--- src/rtl/spi_pkg.sv ---
// Shared definitions for the SPI debug link: frame layout, master FSM
// state encoding and the debug register map used by master, slave and
// debug unit alike.
package spi_pkg;

    localparam int ADDR_BITS  = 7;
    localparam int DATA_BITS  = 8;
    localparam int FRAME_BITS = 1 + ADDR_BITS + DATA_BITS;

    // Frame bit positions, MSB first on the wire: {rw, addr, data}
    localparam int RW_POS   = FRAME_BITS - 1;
    localparam int ADDR_MSB = FRAME_BITS - 2;
    localparam int ADDR_LSB = DATA_BITS;
    localparam int DATA_MSB = DATA_BITS - 1;
    localparam int DATA_LSB = 0;

    typedef enum logic [2:0] {
        ST_IDLE  = 3'd0,
        ST_SETUP = 3'd1,
        ST_SHIFT = 3'd2,
        ST_HOLD  = 3'd3,
        ST_GAP   = 3'd4
    } spi_state_t;

    // Debug register file map
    localparam logic [ADDR_BITS-1:0] ADDR_FORCE_COEF0 = 7'h00;
    localparam logic [ADDR_BITS-1:0] ADDR_FORCE_COEF1 = 7'h01;
    localparam logic [ADDR_BITS-1:0] ADDR_FORCE_COEF2 = 7'h02;
    localparam logic [ADDR_BITS-1:0] ADDR_FORCE_COEF3 = 7'h03;
    localparam logic [ADDR_BITS-1:0] ADDR_MON_COEF0   = 7'h10;
    localparam logic [ADDR_BITS-1:0] ADDR_MON_COEF1   = 7'h11;
    localparam logic [ADDR_BITS-1:0] ADDR_ENABLE      = 7'h20;
    localparam logic [ADDR_BITS-1:0] ADDR_DEBUG_LOAD  = 7'h21;

endpackage

--- src/rtl/spi_master_mode0_if.sv ---
// Request/response handshake plus SPI pins of the mode-0 master.
// The master modport is the view of spi_master_mode0; the slave modport
// is the view of whoever drives requests and models the SPI target.
interface spi_master_mode0_if #(
    parameter int ADDR_BITS = spi_pkg::ADDR_BITS,
    parameter int DATA_BITS = spi_pkg::DATA_BITS
);

    logic                 i_start;
    logic                 i_rw;
    logic [ADDR_BITS-1:0] i_addr;
    logic [DATA_BITS-1:0] i_wdata;
    logic                 o_busy;
    logic                 o_done;
    logic [DATA_BITS-1:0] o_rdata;
    logic                 spi_ss_n;
    logic                 spi_sclk;
    logic                 spi_mosi;
    logic                 spi_miso;

    modport master (
        input  i_start, i_rw, i_addr, i_wdata, spi_miso,
        output o_busy, o_done, o_rdata, spi_ss_n, spi_sclk, spi_mosi
    );

    modport slave (
        output i_start, i_rw, i_addr, i_wdata, spi_miso,
        input  o_busy, o_done, o_rdata, spi_ss_n, spi_sclk, spi_mosi
    );

endinterface

--- src/rtl/spi_clk_div.sv ---
// Half-period tick generator: counts 0..CLK_DIV-1, flags the last count,
// and restarts from 0 whenever the FSM enters a new state.
module spi_clk_div #(
    parameter int CLK_DIV = 2
) (
    input  logic clkA,
    input  logic reset,
    input  logic restart,
    output logic tick
);

    localparam int CNT_W = (CLK_DIV > 1) ? $clog2(CLK_DIV) : 1;
    localparam logic [CNT_W-1:0] LAST = CNT_W'(CLK_DIV - 1);

    logic [CNT_W-1:0] count;

    // Free-running modulo-D counter, forced back to 0 on restart
    always_ff @(posedge clkA or negedge reset) begin
        if (!reset) begin
            count <= '0;
        end else if (restart || count == LAST) begin
            count <= '0;
        end else begin
            count <= count + CNT_W'(1);
        end
    end

    assign tick = (count == LAST);

endmodule

--- src/rtl/spi_master_mode0.sv ---
// SPI mode-0 master issuing single {rw, addr, data} frames to the debug
// slave. SCLK idles low, MOSI changes as SCLK falls, MISO is sampled on
// the same clkA edge that drops SCLK.
module spi_master_mode0 #(
    parameter int ADDR_BITS = spi_pkg::ADDR_BITS,
    parameter int DATA_BITS = spi_pkg::DATA_BITS,
    parameter int CLK_DIV   = 2
) (
    input logic                clkA,
    input logic                reset,
    spi_master_mode0_if.master bus
);

    import spi_pkg::*;

    localparam int FRAME_W = 1 + ADDR_BITS + DATA_BITS;
    localparam int BIT_W   = $clog2(FRAME_W);
    localparam logic [BIT_W-1:0] LAST_BIT = BIT_W'(FRAME_W - 1);

    spi_state_t           state;
    spi_state_t           state_next;
    logic [FRAME_W-1:0]   shreg;
    logic [BIT_W-1:0]     bit_cnt;
    logic                 sclk_high;
    logic                 rw_q;
    logic                 tick;
    logic                 restart;
    logic                 shift_edge;
    logic                 gap_entry;
    logic [DATA_BITS-1:0] wdata_field;
    logic                 done_q;
    logic [DATA_BITS-1:0] rdata_q;

    assign restart     = (state_next != state);
    assign shift_edge  = (state == ST_SHIFT) && sclk_high && tick;
    assign gap_entry   = (state == ST_HOLD) && (state_next == ST_GAP);
    assign wdata_field = bus.i_rw ? bus.i_wdata : {DATA_BITS{1'b0}};

    spi_clk_div #(.CLK_DIV(CLK_DIV)) u_clk_div (
        .clkA    (clkA),
        .reset   (reset),
        .restart (restart),
        .tick    (tick)
    );

    // State register
    always_ff @(posedge clkA or negedge reset) begin
        if (!reset) begin
            state <= ST_IDLE;
        end else begin
            state <= state_next;
        end
    end

    // Next-state logic and SPI pin / busy decoding
    always_comb begin
        state_next   = state;
        bus.o_busy   = 1'b1;
        bus.spi_ss_n = 1'b0;
        bus.spi_sclk = 1'b0;
        bus.spi_mosi = 1'b0;
        case (state)
            ST_IDLE: begin
                bus.o_busy   = 1'b0;
                bus.spi_ss_n = 1'b1;
                if (bus.i_start) begin
                    state_next = ST_SETUP;
                end
            end
            ST_SETUP: begin
                bus.spi_mosi = shreg[FRAME_W-1];
                if (tick) begin
                    state_next = ST_SHIFT;
                end
            end
            ST_SHIFT: begin
                bus.spi_mosi = shreg[FRAME_W-1];
                bus.spi_sclk = sclk_high;
                if (tick && !sclk_high && bit_cnt == LAST_BIT) begin
                    state_next = ST_HOLD;
                end
            end
            ST_HOLD: begin
                if (tick) begin
                    state_next = ST_GAP;
                end
            end
            ST_GAP: begin
                bus.spi_ss_n = 1'b1;
                if (tick) begin
                    state_next = ST_IDLE;
                end
            end
            default: begin
                state_next   = ST_IDLE;
                bus.o_busy   = 1'b0;
                bus.spi_ss_n = 1'b1;
            end
        endcase
    end

    // Frame shift register, SCLK phase and completed-period counter
    always_ff @(posedge clkA or negedge reset) begin
        if (!reset) begin
            shreg     <= '0;
            rw_q      <= 1'b0;
            sclk_high <= 1'b1;
            bit_cnt   <= '0;
        end else begin
            if (state == ST_IDLE && bus.i_start) begin
                shreg <= {bus.i_rw, bus.i_addr, wdata_field};
                rw_q  <= bus.i_rw;
            end else if (shift_edge) begin
                shreg <= {shreg[FRAME_W-2:0], bus.spi_miso};
            end
            if (state != ST_SHIFT) begin
                sclk_high <= 1'b1;
                bit_cnt   <= '0;
            end else if (tick) begin
                sclk_high <= !sclk_high;
                if (!sclk_high) begin
                    bit_cnt <= bit_cnt + BIT_W'(1);
                end
            end
        end
    end

    // Completion pulse and read-data capture on the first GAP cycle
    always_ff @(posedge clkA or negedge reset) begin
        if (!reset) begin
            done_q  <= 1'b0;
            rdata_q <= '0;
        end else begin
            done_q <= gap_entry;
            if (gap_entry && !rw_q) begin
                rdata_q <= shreg[DATA_BITS-1:0];
            end
        end
    end

    assign bus.o_done  = done_q;
    assign bus.o_rdata = rdata_q;

endmodule

--- src/flat_wrapper.sv ---
// flat-port wrapper written by rule: the top's interface ports become plain ports
module spi_master_mode0_flat import spi_pkg::*;
#(
    parameter int ADDR_BITS = spi_pkg::ADDR_BITS,
    parameter int DATA_BITS = spi_pkg::DATA_BITS,
    parameter int CLK_DIV   = 2
)
  (clkA, reset, bus_i_start, bus_i_rw, bus_i_addr, bus_i_wdata, bus_spi_miso, bus_o_busy, bus_o_done, bus_o_rdata, bus_spi_ss_n, bus_spi_sclk, bus_spi_mosi);
  spi_master_mode0_if #(.ADDR_BITS(ADDR_BITS), .DATA_BITS(DATA_BITS)) bus_i ();
  input logic clkA;
  input logic reset;
  input wire logic [$bits(bus_i.i_start)-1:0] bus_i_start;
  input wire logic [$bits(bus_i.i_rw)-1:0] bus_i_rw;
  input wire logic [$bits(bus_i.i_addr)-1:0] bus_i_addr;
  input wire logic [$bits(bus_i.i_wdata)-1:0] bus_i_wdata;
  input wire logic [$bits(bus_i.spi_miso)-1:0] bus_spi_miso;
  output wire logic [$bits(bus_i.o_busy)-1:0] bus_o_busy;
  output wire logic [$bits(bus_i.o_done)-1:0] bus_o_done;
  output wire logic [$bits(bus_i.o_rdata)-1:0] bus_o_rdata;
  output wire logic [$bits(bus_i.spi_ss_n)-1:0] bus_spi_ss_n;
  output wire logic [$bits(bus_i.spi_sclk)-1:0] bus_spi_sclk;
  output wire logic [$bits(bus_i.spi_mosi)-1:0] bus_spi_mosi;
  assign bus_i.i_start = bus_i_start;
  assign bus_i.i_rw = bus_i_rw;
  assign bus_i.i_addr = bus_i_addr;
  assign bus_i.i_wdata = bus_i_wdata;
  assign bus_i.spi_miso = bus_spi_miso;
  assign bus_o_busy = bus_i.o_busy;
  assign bus_o_done = bus_i.o_done;
  assign bus_o_rdata = bus_i.o_rdata;
  assign bus_spi_ss_n = bus_i.spi_ss_n;
  assign bus_spi_sclk = bus_i.spi_sclk;
  assign bus_spi_mosi = bus_i.spi_mosi;
  spi_master_mode0 #(.ADDR_BITS(ADDR_BITS), .DATA_BITS(DATA_BITS), .CLK_DIV(CLK_DIV)) u_core (.clkA(clkA), .reset(reset), .bus(bus_i));
endmodule
--- config.mk ---
export PLATFORM = sky130hd
export DESIGN_NAME = spi_master_mode0_flat
export DESIGN_NICKNAME = d
export VERILOG_FILES = /design/src/rtl/spi_pkg.sv /design/src/rtl/spi_master_mode0_if.sv /design/src/rtl/spi_clk_div.sv /design/src/rtl/spi_master_mode0.sv /design/src/flat_wrapper.sv
export SDC_FILE = /design/constraint.sdc
export NUM_CORES = 1
export LEC_CHECK = 0
export BUFFER_PORTS_ARGS = -buffer_cell sky130_fd_sc_hd__buf_4
export CORE_ASPECT_RATIO = 1.4
export CORE_MARGIN = 2
export CORE_UTILIZATION = 57
export CTS_BUF_LIST = sky130_fd_sc_hd__clkbuf_8
export DETAILED_ROUTE_END_ITERATION = 16
export GPL_TIMING_DRIVEN = 0
export HOLD_SLACK_MARGIN = 0.1
export PLACE_DENSITY = 0.82
export SYNTH_ARGS = -nofsm -noshare
export SYNTH_HDL_FRONTEND = slang
export SYNTH_SLANG_ARGS = --single-unit
--- constraint.sdc ---
create_clock -name clkA -period 2.1 [get_ports clkA]
set_clock_uncertainty 0.1 [all_clocks]
set_input_delay 0.42 -clock clkA [delete_from_list [all_inputs] [get_ports clkA]]
set_output_delay 0.42 -clock clkA [all_outputs]
set_load 0.03 [all_outputs]
After elaboration in Yosys (flattened, before gate mapping)
Index checks and enable logic that the tools add are counted.

Word-level logic and storage cells: 55. Bits in writable memories: 0. Bits in read-only memories: 0. Memories: 0. Register bits after elaboration: 35. Bits in latches: 0. Output and inout port bits: 13. Input bits: 20.

$lt $le $gt $ge: 0. Equal/unequal tests: 9. Add/sub/neg operators: 2. Shift operators: 0. Bitwise operators: 0. Multiply operators: 0. Reduce and logical (&&, ||, !) cells: 17. Divide/modulo/power cells: 0. Muxes and demuxes: 19.

Operators by type and width (count): $mux W16 (2); $mux W3 (5); $pmux W3 S5 (1); $mux W4 (3); $mux W8 (1); $logic_and A1 B1 Y1 (7); $mux W1 (7); $eq A3 B2 Y1 const B (2); $eq A3 B3 Y1 const B (2); $add A4 B1 Y4 const B (1); $eq A4 B4 Y1 const B (1); $reduce_bool A2 Y1 (2); $reduce_or A4 Y1 (1); $eq A3 B1 Y1 const B (1); $logic_not A3 Y1 (1); $ne A3 B2 Y1 const B (1); $ne A3 B3 Y1 (1); $reduce_or A3 Y1 (1); $logic_not A1 Y1 (2); $ne A2 B2 Y1 const B (1); $reduce_and A2 Y1 (1); $reduce_or A2 Y1 (1); $add A1 B1 Y1 const B (1); $logic_or A1 B1 Y1 (1).

Longest topological paths before layout
Word-level depth: 8. Mapped depth: 6.

Hierarchy
From an unflattened synthesis, not the netlist that was laid out.

Cells, all modules: 145. Area total of the unflattened synthesis: 1680.4 um^2.

Modules (own cells, without submodules): spi_master_mode0 (area an instance 1651.6 um^2, times used 1, cells an instance 143); spi_clk_div (area an instance 28.8 um^2, times used 1, cells an instance 2).

Least setup slack after synthesis
No wires, ideal clock.

Path kind: reg2out. From: register u_core.state[0]. To: output port bus_spi_mosi. Required time: 1.580 ns. Arrival: 1.428 ns. Path buffers: 1. Slack: 0.152 ns. Stages on the path, launching flop included: 4. Cells stage by stage: dfrtp_1 -> buf_4 -> xnor2_1 -> nor3b_1.

Cells in the longest elaborated chain, start to end: 3. Elaborated cells between the ends (all ways): 4. Those cells by class: 2 x eq/ne; 1 x mux; 1 x reduce/logical.

Ends and longest elaborated chain: start, declared (line spi_master_mode0.sv:20) `spi_state_t state;`; start signal, assigned (line spi_master_mode0.sv:51) `state <= state_next;`; $eq A3 B1 Y1 or $eq A3 B2 Y1 (tied branches) (line spi_master_mode0.sv:62) `case (state)`; $reduce_or A2 Y1 (no source line) *; $mux W1 * (line spi_master_mode0.sv:62); end, declared (line flat_wrapper.sv:22) `output wire logic [$bits(bus_i.spi_mosi)-1:0] bus_spi_mosi;`.

Mark *: on every way between the ends. The rest lies on a longest branch, timed or not.

Worst setup path after layout
From: register u_core.state[2]. To: output port bus_spi_sclk.

Cells in the longest elaborated chain, start to end: 2.

Ends and longest elaborated chain: $eq A3 B2 Y1 (line spi_master_mode0.sv:62); $mux W1 (line spi_master_mode0.sv:62); end, declared (line flat_wrapper.sv:21) `output wire logic [$bits(bus_i.spi_sclk)-1:0] bus_spi_sclk;`.

Every way passes these cells.

==> metrics.cfg <==
[placement]
dpl.cell_count = 236
routabilityCongestion = 0.803
dp_hpwl_mm = 2.46
dpl_cell_area_um2 = 1980
io_buffers = 31
pre_cts_ws_ps = 354

[power_and_ir_drop]
leakage_nw = 0.969
total_power_mw = 3.43
peakVddDrop_v = 0.00114
power_density_nw_per_um2 = 1640

[setup_path]
cp-startpoint = u_core.state[2]$_DFF_PN0_
crit_path_top_delay_cell = dfrtp_1
cp_data_required_time_ps = 1580
r2r_start = u_core.state[2]$_DFF_PN0_
worstPathCellList = buf_2 -> nor3b_2 -> and2_1 -> buf_4
worstPathMaxFanout = 10
cp-start-kind = flop
arrival_ps = 1460
path_class = flop to primary output
crit_path_end_kind = primary output
max_stage_delay_ps = 390

[route]
dr.first_iter.drc_count = 54
viasPerCell = 5.40
firstDrtPassIters = 4
drc_errors = 0
vias = 1318
drtAntennaViolNets = 0
drt_wl_total_mm = 3.46
wire_per_inst_um = 14.2

[global_routing]
grtUsageTotal_pct = 23.8
grt_start_max_net_pins = 36
overflow = 0
grt_pass1_wl_mm = 5.79
antenna_found_initial = 0
grt_pass1_vias = 1268

[yosys]
synth_fa_ha_area_share_pct = 0.735
synth_compound_area_share_pct = 8.38
avgSynthCellArea_um2 = 10.1
ys_warn_count = 0
synthDistinctLibCells = 36
synth_cells = 168
ys_ff_latch = 35
yosys.area_share.simple_pct = 24.0
synth-xor-area-share_pct = 3.60
muxShareOfSynthArea_pct = 5.88
synth_fp_nets = 189
synth_top_family_by_area = simple AND/OR/NAND/NOR gates
yosysSeqAreaShare_pct = 51.5
synth_area_um2 = 1700

[timing]
slew-limit-headroom_pct = 71.1
fmax_mhz = 504
finalSetupTns_ps = 0
setup_viol = 0
min_period_ps = 1980
maxSlewViolCount = 0
rsz0062_at_grt = false
hold_ws_ps = 295
tightest_slew_ps = 433
fin_crit_sh_pct = 94.4
fin_ws_ps = 118
hold_viol = 0

[die]
die_y_um = 68.7
start_util_pct = 59.8
fp.coreArea_um2 = 2850
dieArea_um2 = 3450
rows = 23
io_pins = 33
die_x_um = 50.2

[final_layout]
stdcell_count = 244
fin_nets = 228
utilization_pct = 73.3
syn_to_final_growth_pct = 22.6
antenna_cells = 0
stdcell_area_um2 = 2090
drive_gt1_share_pct = 32.4

[min_path]
hp-start = bus_i_addr[1]
hold_class = input port to flop

[run_status]
status = finished, final reports clean

[clocking]
clk_latency_ps = 280
clk_path_buf_depth = 2
htreeDepth = 2
cts_tree = done
clock_sinks = 35
clockRootBuffer = clkbuf_8
postCtsSetupBuffers = 0
clkTransAtPathRegs_ps = 70
numCtsBuffers = 5

[flow_run]
drv_cap = 0

power by group:
| group | switching, mW | internal [mW] | leakage (nW) |
|---|---|---|---|
| Combinational | 1.02 | 0.771 | 0.517 |
| Clock | 0.226 | 0.257 | 0.0470 |
| Sequential | 0.181 | 0.973 | 0.405 |
cell usage in the layout, fill, tap and decap left out, drive strengths merged, types with 2 or more instances in the layout:
| master | instances |
|---|---|
| a21oi | 2 |
| a31oi | 16 |
| buf | 42 |
| clkbuf | 6 |
| dfrtp | 34 |
| inv | 3 |
| mux2 | 8 |
| nand2 | 30 |
| nand2b | 2 |
| nand3 | 9 |
| nand4 | 2 |
| nor2 | 25 |
| nor2b | 3 |
| nor3b | 2 |
| o21a | 2 |
| xnor2 | 5 |
| xor2 | 2 |
final timing paths:
path	depth (start not counted)	endpoint	slack, ps
setup / recovery	4	bus_spi_sclk	120
hold / removal	3	u_core.shreg[9]$_DFFE_PN0P_	290
setup reg to reg	5	u_core.bus.o_rdata[0]$_DFFE_PN0P_	410
hold reg to reg	1	u_core.bus.o_rdata[7]$_DFFE_PN0P_	410
max in group asynchronous	2	u_core.sclk_high$_DFFE_PN1P_	1050
min in group asynchronous	2	u_core.state[1]$_DFF_PN0_	520
final cells by class:
type,count,area [um2]
Sequential cell,35,877
Buffer,11,90.1
Clock buffer,6,82.6
Inverter,3,11.3
Multi-Input combinational cell,119,732
Timing Repair Buffer,32,243
Clock inverter,1,5.00
Tap cell,37,46.3
Fill cell,208,762
worst max-delay path, delay by kind of cell, from the launching register on:
| family | cells | cell delay, ps |
|---|---|---|
| buffers and inverters | 2 | 350 |
| DFF | 1 | 390 |
| and+or+nand+nor | 2 | 430 |
cells by family after synthesis:
kind of cell | Yosys count
AO/OA/AOI/OAI | 22
XOR/XNOR | 7
adder cells (fa/ha/maj) | 1
buffers and inverters | 14
flip-flops | 35
multiplexers | 9
AND/OR/NAND/NOR | 80
registers in the layout, summed over array words and instances, names as in the netlist:
register / count
u_core.u_clk_div.tick: 1
u_core.state: 3
u_core.bus.o_done: 1
u_core.bus.o_rdata: 8
u_core.shreg: 16
u_core.bit_cnt: 4
u_core.sclk_high: 1
u_core.rw_q: 1
metal layers:
layer,share of wire (%),global-route usage [%],up-vias
met4,1.7,11.5,0
met2,51,40.8,44
met3,4.7,7.33,5
met1,42,27.1,623
met5,0,0,-
li1,-,-,646
what timing repair did:
action,in CTS,in global routing
hold buffers,1,0
endpoints found under the hold margin,34,0
resized for setup,0,2
endpoints found under the setup margin,0,2
synth_stat cells, drive strengths merged:
library cell  number  share of area (%)
dfrtp             34                 50
nand2             30                6.6
nor2              25                6.0
a31oi             16                5.9
buf               11                5.3
nand3              9                3.4
mux2               8                5.3
xnor2              5                2.6
inv                3               0.66
nor2b              3                1.5
a21oi              2               0.59
nand2b             2                1.2
nand4              2               0.73
nor3b              2               0.88
o21a               2               0.88
xor2               2                1.0
a221oi             1               0.51
and2               1               0.37
and2b              1               0.44
and3               1               0.44
dfstp              1                1.5
ha                 1               0.73
mux2i              1               0.59
nand3b             1               0.44
nor3               1               0.96
o31a               1               0.51
or2                1               0.37
or3                1               0.66
No activity file was read; power rests on OpenSTA's default activity.
